### src/rtl/pe_driver.sv
// Sequences one MAC job through an external processing element: it fetches
// operand pairs, issues them with the running sum and collects each result.
module pe_driver #(
    parameter int WIDTH   = 8,
    parameter int LEN_W   = 8,
    parameter int TIMEOUT = 16
) (
    input  logic                 clk,
    input  logic                 rst,
    input  logic                 start,
    input  logic [LEN_W-1:0]     len,
    input  logic [2*WIDTH-1:0]   bias,
    output logic                 busy,
    input  logic [WIDTH-1:0]     s_data,
    input  logic [WIDTH-1:0]     s_weight,
    input  logic                 s_valid,
    output logic                 s_ready,
    output logic [WIDTH-1:0]     pe_data,
    output logic [WIDTH-1:0]     pe_weight,
    output logic [2*WIDTH-1:0]   pe_psum,
    output logic                 pe_data_update,
    output logic                 pe_weight_update,
    output logic                 pe_psum_update,
    input  logic [2*WIDTH-1:0]   pe_out_psum,
    input  logic                 pe_out_psum_vld,
    output logic [2*WIDTH-1:0]   result,
    output logic                 result_vld,
    output logic                 err
);
    localparam int PW = 2 * WIDTH;
    localparam int TW = $clog2(TIMEOUT + 1);

    typedef enum logic [1:0] {IDLE, FETCH, WAIT, DONE} state_t;

    state_t            state_q, state_d;
    logic [LEN_W-1:0]  len_q, len_d;
    logic [LEN_W-1:0]  cnt_q, cnt_d;
    logic [LEN_W-1:0]  cnt_inc;
    logic [TW-1:0]     tmo_q, tmo_d;
    logic [PW-1:0]     acc_q, acc_d;
    logic [PW-1:0]     result_q, result_d;
    logic [WIDTH-1:0]  pe_data_q, pe_data_d;
    logic [WIDTH-1:0]  pe_weight_q, pe_weight_d;
    logic [PW-1:0]     pe_psum_q, pe_psum_d;
    logic              upd_q, upd_d;
    logic              err_q, err_d;

    assign cnt_inc = cnt_q + LEN_W'(1);

    always_comb begin
        state_d     = state_q;
        len_d       = len_q;
        cnt_d       = cnt_q;
        tmo_d       = tmo_q;
        acc_d       = acc_q;
        result_d    = result_q;
        pe_data_d   = pe_data_q;
        pe_weight_d = pe_weight_q;
        pe_psum_d   = pe_psum_q;
        upd_d       = 1'b0;
        err_d       = err_q;
        case (state_q)
            IDLE: begin
                if (start) begin
                    len_d = len;
                    acc_d = bias;
                    cnt_d = '0;
                    err_d = 1'b0;
                    if (len == '0) begin
                        state_d  = DONE;
                        result_d = bias;
                    end else begin
                        state_d = FETCH;
                    end
                end
            end
            FETCH: begin
                if (s_valid) begin
                    pe_data_d   = s_data;
                    pe_weight_d = s_weight;
                    pe_psum_d   = acc_q;
                    upd_d       = 1'b1;
                    tmo_d       = '0;
                    state_d     = WAIT;
                end
            end
            WAIT: begin
                // A result on the final timeout cycle still counts as on time
                if (pe_out_psum_vld) begin
                    acc_d = pe_out_psum;
                    cnt_d = cnt_inc;
                    if (cnt_inc == len_q) begin
                        state_d  = DONE;
                        result_d = pe_out_psum;
                    end else begin
                        state_d = FETCH;
                    end
                end else if (tmo_q == TW'(TIMEOUT - 1)) begin
                    err_d   = 1'b1;
                    state_d = IDLE;
                end else begin
                    tmo_d = tmo_q + TW'(1);
                end
            end
            DONE:    state_d = IDLE;
            default: state_d = IDLE;
        endcase
        // A PE result outside WAIT is a protocol error and is otherwise dropped
        if (pe_out_psum_vld && (state_q != WAIT)) err_d = 1'b1;
    end

    always_ff @(posedge clk) begin
        if (rst) begin
            state_q     <= IDLE;
            len_q       <= '0;
            cnt_q       <= '0;
            tmo_q       <= '0;
            acc_q       <= '0;
            result_q    <= '0;
            pe_data_q   <= '0;
            pe_weight_q <= '0;
            pe_psum_q   <= '0;
            upd_q       <= 1'b0;
            err_q       <= 1'b0;
        end else begin
            state_q     <= state_d;
            len_q       <= len_d;
            cnt_q       <= cnt_d;
            tmo_q       <= tmo_d;
            acc_q       <= acc_d;
            result_q    <= result_d;
            pe_data_q   <= pe_data_d;
            pe_weight_q <= pe_weight_d;
            pe_psum_q   <= pe_psum_d;
            upd_q       <= upd_d;
            err_q       <= err_d;
        end
    end

    assign busy             = (state_q != IDLE);
    assign s_ready          = (state_q == FETCH);
    assign result_vld       = (state_q == DONE);
    assign result           = result_q;
    assign pe_data          = pe_data_q;
    assign pe_weight        = pe_weight_q;
    assign pe_psum          = pe_psum_q;
    assign pe_data_update   = upd_q;
    assign pe_weight_update = upd_q;
    assign pe_psum_update   = upd_q;
    assign err              = err_q;

endmodule

### config.mk
export PLATFORM = sky130hd
export DESIGN_NAME = pe_driver
export DESIGN_NICKNAME = d
export VERILOG_FILES = /design/src/rtl/pe_driver.sv
export SDC_FILE = /design/constraint.sdc
export NUM_CORES = 1
export LEC_CHECK = 0
export ABC_AREA = 0
export BUFFER_PORTS_ARGS = -buffer_cell sky130_fd_sc_hd__buf_4
export CORE_MARGIN = 3
export CORE_UTILIZATION = 46
export CTS_CLUSTER_DIAMETER = 50
export DETAILED_ROUTE_END_ITERATION = 7
export PLACE_DENSITY_LB_ADDON = 0.3
export SLEW_MARGIN = 20
export SYNTH_ARGS = -nofsm -noshare
export SYNTH_HDL_FRONTEND = slang
export SYNTH_SLANG_ARGS = --single-unit
### constraint.sdc
create_clock -name clk -period 4.3 [get_ports clk]
set_input_delay 0.215 -clock clk [delete_from_list [all_inputs] [get_ports clk]]
set_output_delay 0.215 -clock clk [all_outputs]
set_load 0.01 [all_outputs]
## After elaboration in Yosys (flattened, before gate mapping)

Cells that the tools add are included.

- Add/subtract/negate cells: 2
- Equality and inequality tests: 17
- Muxes and demuxes: 28
- Bitwise logic cells: 1
- Reduce and logical (&&, ||, !) cells: 15

Operator list:

| cell | number |
|---|---|
| $mux 16 | 6 |
| $pmux 16 s2 | 2 |
| $mux 8 | 2 |
| $ne 2x2->1 const B | 8 |
| $pmux 8 s2 | 1 |
| $mux 5 | 3 |
| $mux 2 | 6 |
| $ne 3x3->1 const B | 4 |
| $pmux 5 s2 | 1 |
| $add 8x1->8 const B | 1 |
| $eq 8x8->1 | 1 |
| $logic_not 8->1 | 1 |
| $pmux 2 s4 | 1 |
| $reduce_and 4->1 | 2 |
| $reduce_and 3->1 | 2 |
| $reduce_bool 2->1 | 3 |
| $add 5x1->5 const B | 1 |
| $eq 5x4->1 const B | 1 |
| $mux 1 | 5 |
| $reduce_and 5->1 | 1 |
| $eq 2x2->1 const B | 2 |
| $reduce_and 2->1 | 2 |
| $reduce_bool 3->1 | 1 |
| $eq 2x1->1 const B | 1 |
| 5 further kinds | 5 |

- Bits in registers: 89
- Bits of input ports: 61
- Output and inout bits: 55

## Longest topological paths before layout

Gate-level depths: netlist of the first run.

- Depth after elaboration: 5
- Gate-level depth with buffers: 9

## Worst setup path after synthesis of the first run

OpenSTA, ideal clock, no wires.

- Path kind: reg2reg
- From: reg cnt_q[0]
- To: reg result_q[10] (netlist: result[10])
- Library setup time: 70 ps
- Data arrival time: 1972 ps
- Required time: 4230 ps
- Slack: 2257 ps
- Cell stages (with the launch flop): 9
- Path buffers: 1
- Clock period less this slack: 2043 ps
- Cells stage by stage: dfxtp_1 -> ha_1 -> nand3_2 -> or3_1 -> a211oi_2 -> o2111ai_2 -> buf_6 -> a21o_1 -> a21oi_1

- Longest elaborated chain between the ends: 4

Ends and longest elaborated chain:

| what | line | text |
|---|---|---|
| start, declared | 37 | `logic [LEN_W-1:0] cnt_q, cnt_d;` |
| start signal, assigned | 128 | `cnt_q <= cnt_d;` |
| $add 8x1->8 | 48 | `assign cnt_inc = cnt_q + LEN_W'(1);` |
| $eq 8x8->1 | 92 | `if (cnt_inc == len_q) begin` |
| $ne 2x2->1 (no source line) | -- |  |
| $reduce_and 5->1 (no source line) | -- |  |
| end signal, assigned | 131 | `result_q <= result_d;` |
| end, declared | 41 | `logic [PW-1:0] result_q, result_d;` |

No other way between the ends.
A chain may end at the register's enable or synchronous reset.

## Worst setup path in the final report of the first run

- From: reg cnt_q[0]
- To: reg result_q[0] (netlist: result[0])

The elaborated chain is that of the path after synthesis.

==> results of run 1 <==
==> layout by cell type, fill, tap and decap left out, drive strengths merged, types with 2 or more instances in the layout <==
master      n
buf       117
dfxtp      89
a21oi      40
nor2       40
nand2      33
a22o       32
nand3      23
a211oi     18
mux2i      16
a21o       16
o21ai       9
xnor2       9
clkbuf      9
inv         9
and3        6
xor2        4
nor4        4
ha          3
or2         2
or3         2
a311oi      2
clkinvlp    2
nor3        2
nor3b       2
a221oi      2
==> how the worst min path moves through the flow <==
stage | from | endpoint | slack [ns] | depth (start not counted)
final | s_data[5] | pe_data[5] | 0.06 | 2
after detailed placement | s_data[5] | pe_data[5] | 0.43 | 2
after global placement | s_data[6] | pe_data[6] | 0.43 | 2
after floorplan | s_data[0] | pe_data[0] | 0.34 | 1
after CTS | s_data[5] | pe_data[5] | 0.06 | 2
after global routing | s_data[1] | pe_data[1] | 0.05 | 2
==> cell families (layout without fill, tap and decap cells) <==
| family | count (synthesis) | in the layout | synth area share |
|---|---|---|---|
| AO/OA/AOI/OAI | 122 | 122 | 0.232 |
| AND/OR/NAND/NOR | 121 | 121 | 0.157 |
| buffers and inverters | 34 | 137 | 0.0447 |
| XOR/XNOR | 13 | 13 | 0.0308 |
| multiplexers | 16 | 16 | 0.0434 |
| flip-flops | 89 | 89 | 0.483 |
| adder cells (fa/ha/maj) | 3 | 3 | 0.0102 |
==> layout make-up <==
cell class / count / area share
well taps: 102 / 0.0268
repair buffers: 117 / 0.184
clock inverters: 7 / 0.0139
multi-input cells: 275 / 0.372
inverters: 4 / 0.00315
flip-flops and latches: 89 / 0.374
clock buffers: 9 / 0.0260
==> metrics by stage <==
stage,setup WS (ns),utilization
floorplan,2.26,-
global route,1.49,0.614
finish,1.71,0.614
global placement,1.60,0.587
CTS,1.65,0.613
detailed placement,1.65,0.588
==> where the power goes <==
group          switching, W  internal (W)  total [W]
sequential        0.0000267      0.000864   0.000891
clock              0.000326      0.000226   0.000552
combinational      0.000119      0.000110   0.000229
total              0.000472       0.00120    0.00167
==> metal layers <==
| layer | part of all wire | wire length [µm] | global-route usage |
|---|---|---|---|
| met1 | 0.47 | 4200 | 0.270 |
| met2 | 0.46 | 4130 | 0.287 |
| met3 | 0.065 | 579 | 0.0324 |
| met4 | 0.0054 | 48 | 0.0711 |
| met5 | 0 | 0 | 0 |
==> sequential cells by signal, summed over array words and instances, names as in the netlist <==
signal          flops
pe_data             8
cnt_q               8
pe_psum            16
len_q               8
pe_data_update      1
tmo_q               5
result             16
state_q             2
pe_weight           8
acc_q              16
err                 1
==> critical path: stages, from the launching register on <==
cell and delay (ns):
dfxtp_1 0.46, ha_1 0.30, nand3_2 0.13, or3_1 0.38, a211oi_2 0.34, o2111ai_4 0.48, a21o_1 0.30, a21oi_1 0.12
==> impl_results.md, run 1 <==
* GPL Wtd Cong at 0.869
* Hold_ws at 0.0611 ns
* Area of the multi-input gates at 1770 µm²
* Routed Antenna Nets at 0
* Starting Density at 0.475
* Total power at 0.00167 W
* Vias in the first global route at 2814
* Ports at 116
* Startpoint Class: flip-flop
* Via/cell ratio at 5.33
* Initial antenna violation count at 0
* Die W at 95.6 µm
* Clk Latency, worst-skew pair at 0.36 ns
* CORE AREA at 7770 µm²
* CTS tree: built
* Vert. Die Dim at 95.6 µm
* Final Critical Period at 2.59 ns
* FFs w/ async S/R, synth at 0
* Post-Layout Cell Count at 603
* FILL cells at 649
* # Post-CTS Setup Buffers at 0
* H-tree Lvls at 3
* Syn_nets at 462
* Top area cells in the synthesized netlist: dfxtp_1 (48%), a22o_1 (7.6%), a21oi_1 (5.4%), mux2i_1 (4.3%), nor2_1 (4.1%)
* Post-synthesis sequential area ratio at 0.483
* Setup repair after global routing missed its margin: no
* Leading cell types by count after synthesis: dfxtp_1 (89), a21oi_1 (40), nor2_1 (40)
* FMAX at 386 MHz
* Clk Tree Root Cell: clkbuf_8
* Placed instance area at 4570 µm²
* Crit share post-route at 0.603
* Synthesis-to-finish area growth at 29.1%
* Crit Path Class: reg2reg
* P per Cell Area at 351 nW/µm²
* Vias at 3215
* Worst Reg2Reg Path Length in Cells at 7
* Crit path from: cnt_q[0]
* Port bufs at 115
* Post-CTS Hold Fix Bufs at 0
* Crit path to: result[0]
* VDD IR-drop max at 158 µV
* Num CTS Buffers at 9
* Setup violations, final at 0
* Final Hold Vio Count at 0
* DRT Wirelength at 8960 µm
* CP max FO at 32
* Resized Gates After CTS at 0
* Finished Cell Area at 4770 µm²
* Reg-to-Reg End: result[0]
* Largest net degree at the start of global routing at 57
* FF-to-FF setup slack at 1.71 ns
* Cell variety after synth at 42
* Worst hold path class: in2reg
* Detailed Route Iter0 Violations at 162
* Leading cell type by number of instances after synthesis: dfxtp_1
* Avg Inst Size Synth at 9.28 µm²
* Total GRT Usage at 0.190
* Clock Sinks at 89
* Yosys reg bits at 89
* GRT overflow at 0
* Row cnt at 32
* Yosys warns at 0
* # nets final at 560
* Synth top area share at 0.483
* CP Capture Type: flip-flop
* # diodes at 0
* Cell count after synthesis at 398
* Die ar. at 9140 µm²
* Worst Skew at 0.0115 ns
* Cell area after synthesis at 3690 µm²
* Clk pin slew, worst setup/hold paths at 0.10 ns
* Predominant post-synthesis flop cell: dfxtp_1
* Post-DP HPWL at 6350 µm
* Worst path required time at 4.59 ns
* Worst slew pin tran at 0.976 ns
* Status: complete, no violations
* Leakage power total at 1.95 nW
* Relative slew slack at 0.348
* Register area at 1780 µm²
* Drt pass-1 iters at 4
* Global-route wire length before repair at 13600 µm
* Cells after DPL at 587
* Critical Path AT at 2.89 ns
* Number of synthesized flops with an enable pin at 0
* Clock tree buffer depth at 2
* Final Max Tran Viols at 0
* WL/cell at 14.9 µm
* Drt drc at 0
* Maxcap violations at 0
* Setup tns final at 0 ns
* Area leader, netlist: dfxtp_1
* Reg2reg start: cnt_q[0]
* Fraction of layout cells with a size suffix above 1 at 0.289
Note: power is estimated with default switching activity, not from simulation.
==> inputs of run 2 (changes only) <==
Clock period 4.3 ns to 2.7 ns, I/O delays scaled along.
==> impl_results.md, run 2 (synthesized netlist as in run 1, its figures left out) <==
* Startpoint Class: flip-flop
* Vert. Die Dim at 95.6 µm (unchanged)
* Worst-path cell chain: ha_1 > nand3_2 > or3_1 > a211oi_2 > o2111ai_2 > buf_4 > a21o_1 > a21oi_1
* Clk Tree Root Cell: clkbuf_8
* Final Critical Period at 2.31 ns (-0.286 ns)
* GPL Wtd Cong at 0.816 (-6.1%)
* Num CTS Buffers at 9 (unchanged)
* Critical path's top delay family: compound AO/OA/AOI/OAI gates
* CORE AREA at 7770 µm² (unchanged)
* Fraction of layout cells with a size suffix above 1 at 0.284 (-0.00535)
* Critical Path AT at 2.60 ns (-0.29 ns)
* Crit Path Class: reg2reg
* DRT Wirelength at 9510 µm (+6.0%)
* WL/cell at 15.3 µm (+2.6%)
* Total GRT Usage at 0.207 (+0.0170)
* Global-route wire length before repair at 14900 µm (+9.2%)
* Setup tns final at 0 ns (unchanged)
* Clock tree buffer depth at 2 (unchanged)
* H-tree Lvls at 3 (unchanged)
* # Post-CTS Setup Buffers at 0 (unchanged)
* Clk pin slew, worst setup/hold paths at 0.10 ns (about the same)
* Resized Gates After CTS at 0 (unchanged)
* Leakage power total at 2.04 nW (+4.4%)
* CP max stage delay at 0.45 ns (-0.03 ns)
* Worst hold path class: in2reg
* Initial antenna violation count at 0 (unchanged)
* Met2 wire length at 4420 µm (+6.9%)
* Die ar. at 9140 µm² (unchanged)
* Crit share post-route at 0.855 (+0.251)
* Worst slew pin tran at 0.713 ns (-0.263 ns)
* Final Hold Vio Count at 0 (unchanged)
* # diodes at 0 (unchanged)
* Ports at 116 (unchanged)
* Port bufs at 115 (unchanged)
* GRT overflow at 0 (unchanged)
* Clock Sinks at 89 (unchanged)
* Vias at 3379 (+5.1%)
* Row cnt at 32 (unchanged)
* Via/cell ratio at 5.42 (+1.7%)
* Drt pass-1 iters at 4 (unchanged)
* Most common cell after layout, fill and taps aside: buf_4
* M1 WL at 4300 µm (+2.3%)
* Setup repair after global routing missed its margin: no
* Die W at 95.6 µm (unchanged)
* Relative slew slack at 0.523 (+0.176)
* # nets final at 580 (+3.6%)
* Worst path required time at 2.99 ns (-1.60 ns)
* Post-CTS Hold Fix Bufs at 15 (+15)
* Drt drc at 0 (unchanged)
* CP Capture Type: flip-flop
* Max Used Layer: met4
* CTS tree: built
* Post-DP HPWL at 6550 µm (+3.1%)
* Starting Density at 0.475 (unchanged)
* Critical path's slowest cell: dfxtp_1
* CP bufs+invs at 1 (+1)
* CP max FO at 32 (unchanged)
* Vias in the first global route at 3190 (+13%)
* Met3 Wirelength at 628 µm (+8.5%)
* Detailed Route Iter0 Violations at 143 (-12%)
* Total power at 0.00269 W (+61%)
* FMAX at 433 MHz (+12%)
* Synthesis-to-finish area growth at 34.0%
* Commonest cells after routing, fill and taps aside: buf_4 (121), dfxtp_1 (89), a21oi_1 (40)
* Routed Antenna Nets at 0 (unchanged)
* Maxcap violations at 0 (unchanged)
* Largest net degree at the start of global routing at 57 (unchanged)
* Setup violations, final at 0 (unchanged)
* VDD IR-drop max at 268 µV (+70%)
* Status: complete, no violations
* Worst Skew at 0.0125 ns (+0.000966 ns)
* Final Max Tran Viols at 0 (unchanged)
* Clk Latency, worst-skew pair at 0.36 ns (about the same)
* P per Cell Area at 543 nW/µm² (+55%)
## run 2: cell count changes in the layout (fill, tap and decap cells not counted), sizes merged
| cell | delta |
|---|---|
| clkinv | +1 |
| dlygate4sd3 | +16 |
| buf | +4 |
| inv | -1 |
## run 2: worst paths after layout
path                               start         to  slack (ns)  cells past startpoint
worst max register to register  cnt_q[0]  result[7]        0.39                      8
worst min-delay path              len[3]   len_q[3]        0.02                      3
worst max-delay path            cnt_q[0]  result[7]        0.39                      8
worst min register to register  len_q[1]   len_q[1]        0.48                      2
## run 2: area by class of cell
type,count,area [µm²]
inverter,4,15.0
clock inverter,7,71.3
fill,638,2820
timing repair buffer,137,1070
sequential,89,1780
tap,102,128
clock buffer,9,124
multi-input combinational,275,1760
## run 2: power by group
part,switching [W],internal (W)
combinational,0.000194,0.000193
sequential,0.0000425,0.00138
clock,0.000518,0.000361
total,0.000755,0.00193
## run 2: stage by stage
step	std cells	cell area (µm²)	hold slack [ns]	worst slack (ns)	utilization
6_report	623	4950	0.0195	0.393	0.637
5_1_grt	623	4950	0.0127	0.227	0.637
4_1_cts	622	4940	0.00450	0.405	0.636
3_5_place_dp	591	4590	0.354	0.430	0.591
3_3_place_gp	591	4590	0.354	0.542	0.591
2_1_floorplan	398	3690	0.261	0.657	-
## run 2: worst min-delay path, stage by stage
cell	delay, ns
buf_4	0.11
nand2_1	0.05
a21oi_1	0.05
## run 2: per-layer routing
| layer | global-route usage | vias to the layer above |
|---|---|---|
| li1 | - | 1671 |
| met1 | 0.275 | 1592 |
| met2 | 0.327 | 101 |
| met3 | 0.0442 | 15 |
| met4 | 0.0806 | 0 |
| met5 | 0 | - |
==> inputs of run 3 (changes only) <==
Settings changed: PLACE_DENSITY_LB_ADDON 0.3 to 0.08.
==> impl_results.md, run 3 (synthesized netlist as in run 1, its figures left out) <==
* CTS tree: built
* GRT overflow at 0 (unchanged)
* # diodes at 0 (unchanged)
* Clk pin slew, worst setup/hold paths at 0.10 ns (about the same)
* Relative slew slack at 0.590 (+0.0666)
* Die W at 95.6 µm (unchanged)
* Largest net degree at the start of global routing at 57 (unchanged)
* Cells after DPL at 592 (+0.17%)
* CP Capture Type: flip-flop
* Detailed Route Iter0 Violations at 173 (+21%)
* Vert. Die Dim at 95.6 µm (unchanged)
* FMAX at 427 MHz (-1.5%)
* Status: complete, no violations
* Vias in the first global route at 2952 (-7.5%)
* Clk Latency, worst-skew pair at 0.36 ns (about the same)
* Clk Tree Root Cell: clkbuf_8
* Die ar. at 9140 µm² (unchanged)
* Hold_sp: len[6]
* Most common cell after layout, fill and taps aside: buf_4
* Clock tree buffer depth at 2 (unchanged)
* # nets final at 581 (+0.17%)
* Maxcap violations at 0 (unchanged)
* CP max FO at 32 (unchanged)
* Initial antenna violation count at 0 (unchanged)
* Num CTS Buffers at 9 (unchanged)
* Setup tns final at 0 ns (unchanged)
* Worst slew pin tran at 0.615 ns (-0.0983 ns)
* Fin util at 0.638 (about the same)
* Clock Sinks at 89 (unchanged)
* Global-route wire length before repair at 14400 µm (-3.5%)
* Ports at 116 (unchanged)
* Worst Hold End: len_q[6]
* Startpoint Class: flip-flop
* H-tree Lvls at 3 (unchanged)
* Worst hold path class: in2reg
* Crit Path Class: reg2reg
* Synthesis-to-finish area growth at 34.1% (about the same)
* VDD IR-drop max at 328 µV (+23%)
* Final Hold Vio Count at 0 (unchanged)
* CORE AREA at 7770 µm² (unchanged)
* FF-to-FF setup slack at 0.36 ns (-0.04 ns)
* Post-Layout Cell Count at 624 (+0.16%)
* Worst path required time at 2.99 ns (about the same)
* Port bufs at 115 (unchanged)
* Post-DP HPWL at 6330 µm (-3.4%)
* Drt drc at 0 (unchanged)
* Reg-to-Reg End: result[4]
* Via/cell ratio at 5.33 (-1.7%)
* Worst Reg2Reg Path Length in Cells at 8 (unchanged)
* Crit path from: cnt_q[0]
* Drt pass-1 iters at 4 (unchanged)
* WL/cell at 14.9 µm (-2.7%)
* DRT Wirelength at 9270 µm (-2.5%)
* Total GRT Usage at 0.199 (-0.00764)
* Commonest cells after routing, fill and taps aside: buf_4 (122), dfxtp_1 (89), a21oi_1 (40)
* Vias at 3326 (-1.6%)
* P per Cell Area at 543 nW/µm² (about the same)
* Setup violations, final at 0 (unchanged)
* Crit share post-route at 0.868 (+0.0134)
* Starting Density at 0.475 (unchanged)
* Final Critical Period at 2.34 ns (+0.0362 ns)
* Worst Skew at 0.0105 ns (-0.00193 ns)
* Final Max Tran Viols at 0 (unchanged)
* GPL Wtd Cong at 0.845 (+3.6%)
* Row cnt at 32 (unchanged)
* Reg2reg start: cnt_q[0]
* Leakage power total at 2.05 nW (+0.36%)
* Routed Antenna Nets at 0 (unchanged)
* Critical Path AT at 2.63 ns (+0.03 ns)
* Fraction of layout cells with a size suffix above 1 at 0.285 (+0.00137)
* Hold depth at 3 (unchanged)
* Setup repair after global routing missed its margin: no
[run 3: layout make-up]
cell class              instances  area [µm²]
clock inverters                 7        72.6
inverters                       4        15.0
well taps                     102         128
clock buffers                   9         124
flip-flops and latches         89        1780
fillers                       682        2820
multi-input cells             275        1760
repair buffers                138        1080
[run 3: worst max path at each step]
stage                       to  slack (ns)  cells after the start
finish               result[4]        0.36                      8
global placement     result[3]        0.48                      8
global route        result[12]        0.19                      8
CTS                  result[3]        0.38                      8
detailed placement   result[8]        0.42                      8
floorplan           result[10]        0.66                      8
[run 3: what timing repair did]
action,CTS,global route
resized for setup,0,0
hold buffers,16,0
buffers inserted,0,0
endpoints found under the hold margin,16,0
setup endpoints to repair,0,0
[run 3: worst max-delay path, stage by stage (launching register included)]
cell and delay (ns):
dfxtp_1 0.45, ha_1 0.30, nand3_2 0.14, or3_1 0.39, a211oi_2 0.27, o2111ai_2 0.15, buf_4 0.25, a21o_1 0.19
a21oi_1 0.12
[run 3: metrics by stage]
stage / cell area [µm²] / power (W) / setup WS, ns / hold slack [ns]
2_1_floorplan: 3690 / 0.00164 / 0.657 / 0.261
3_3_place_gp: 4600 / 0.00181 / 0.482 / 0.348
3_5_place_dp: 4600 / 0.00181 / 0.424 / 0.352
4_1_cts: 4950 / 0.00271 / 0.376 / 0.00863
5_1_grt: 4950 / 0.00281 / 0.191 / 0.0102
6_report: 4950 / 0.00269 / 0.357 / 0.0219
[run 3: power by group]
group	internal (W)	switching [W]	total (W)	leakage, nW
Sequential	0.00138	0.0000405	0.00142	0.725
Clock	0.000361	0.000523	0.000884	0.0966
Combinational	0.000194	0.000193	0.000387	1.22
[run 3: layer usage]
layer  routed length, µm  track usage  part of all wire  vias to the layer above
met3                 600       0.0537             0.065                        6
met2                4120        0.297              0.44                      103
met1                4470        0.283              0.48                     1543
li1                    -            -                 -                     1674
met5                   0            0                 0                        -
met4                  73       0.0533            0.0079                        0
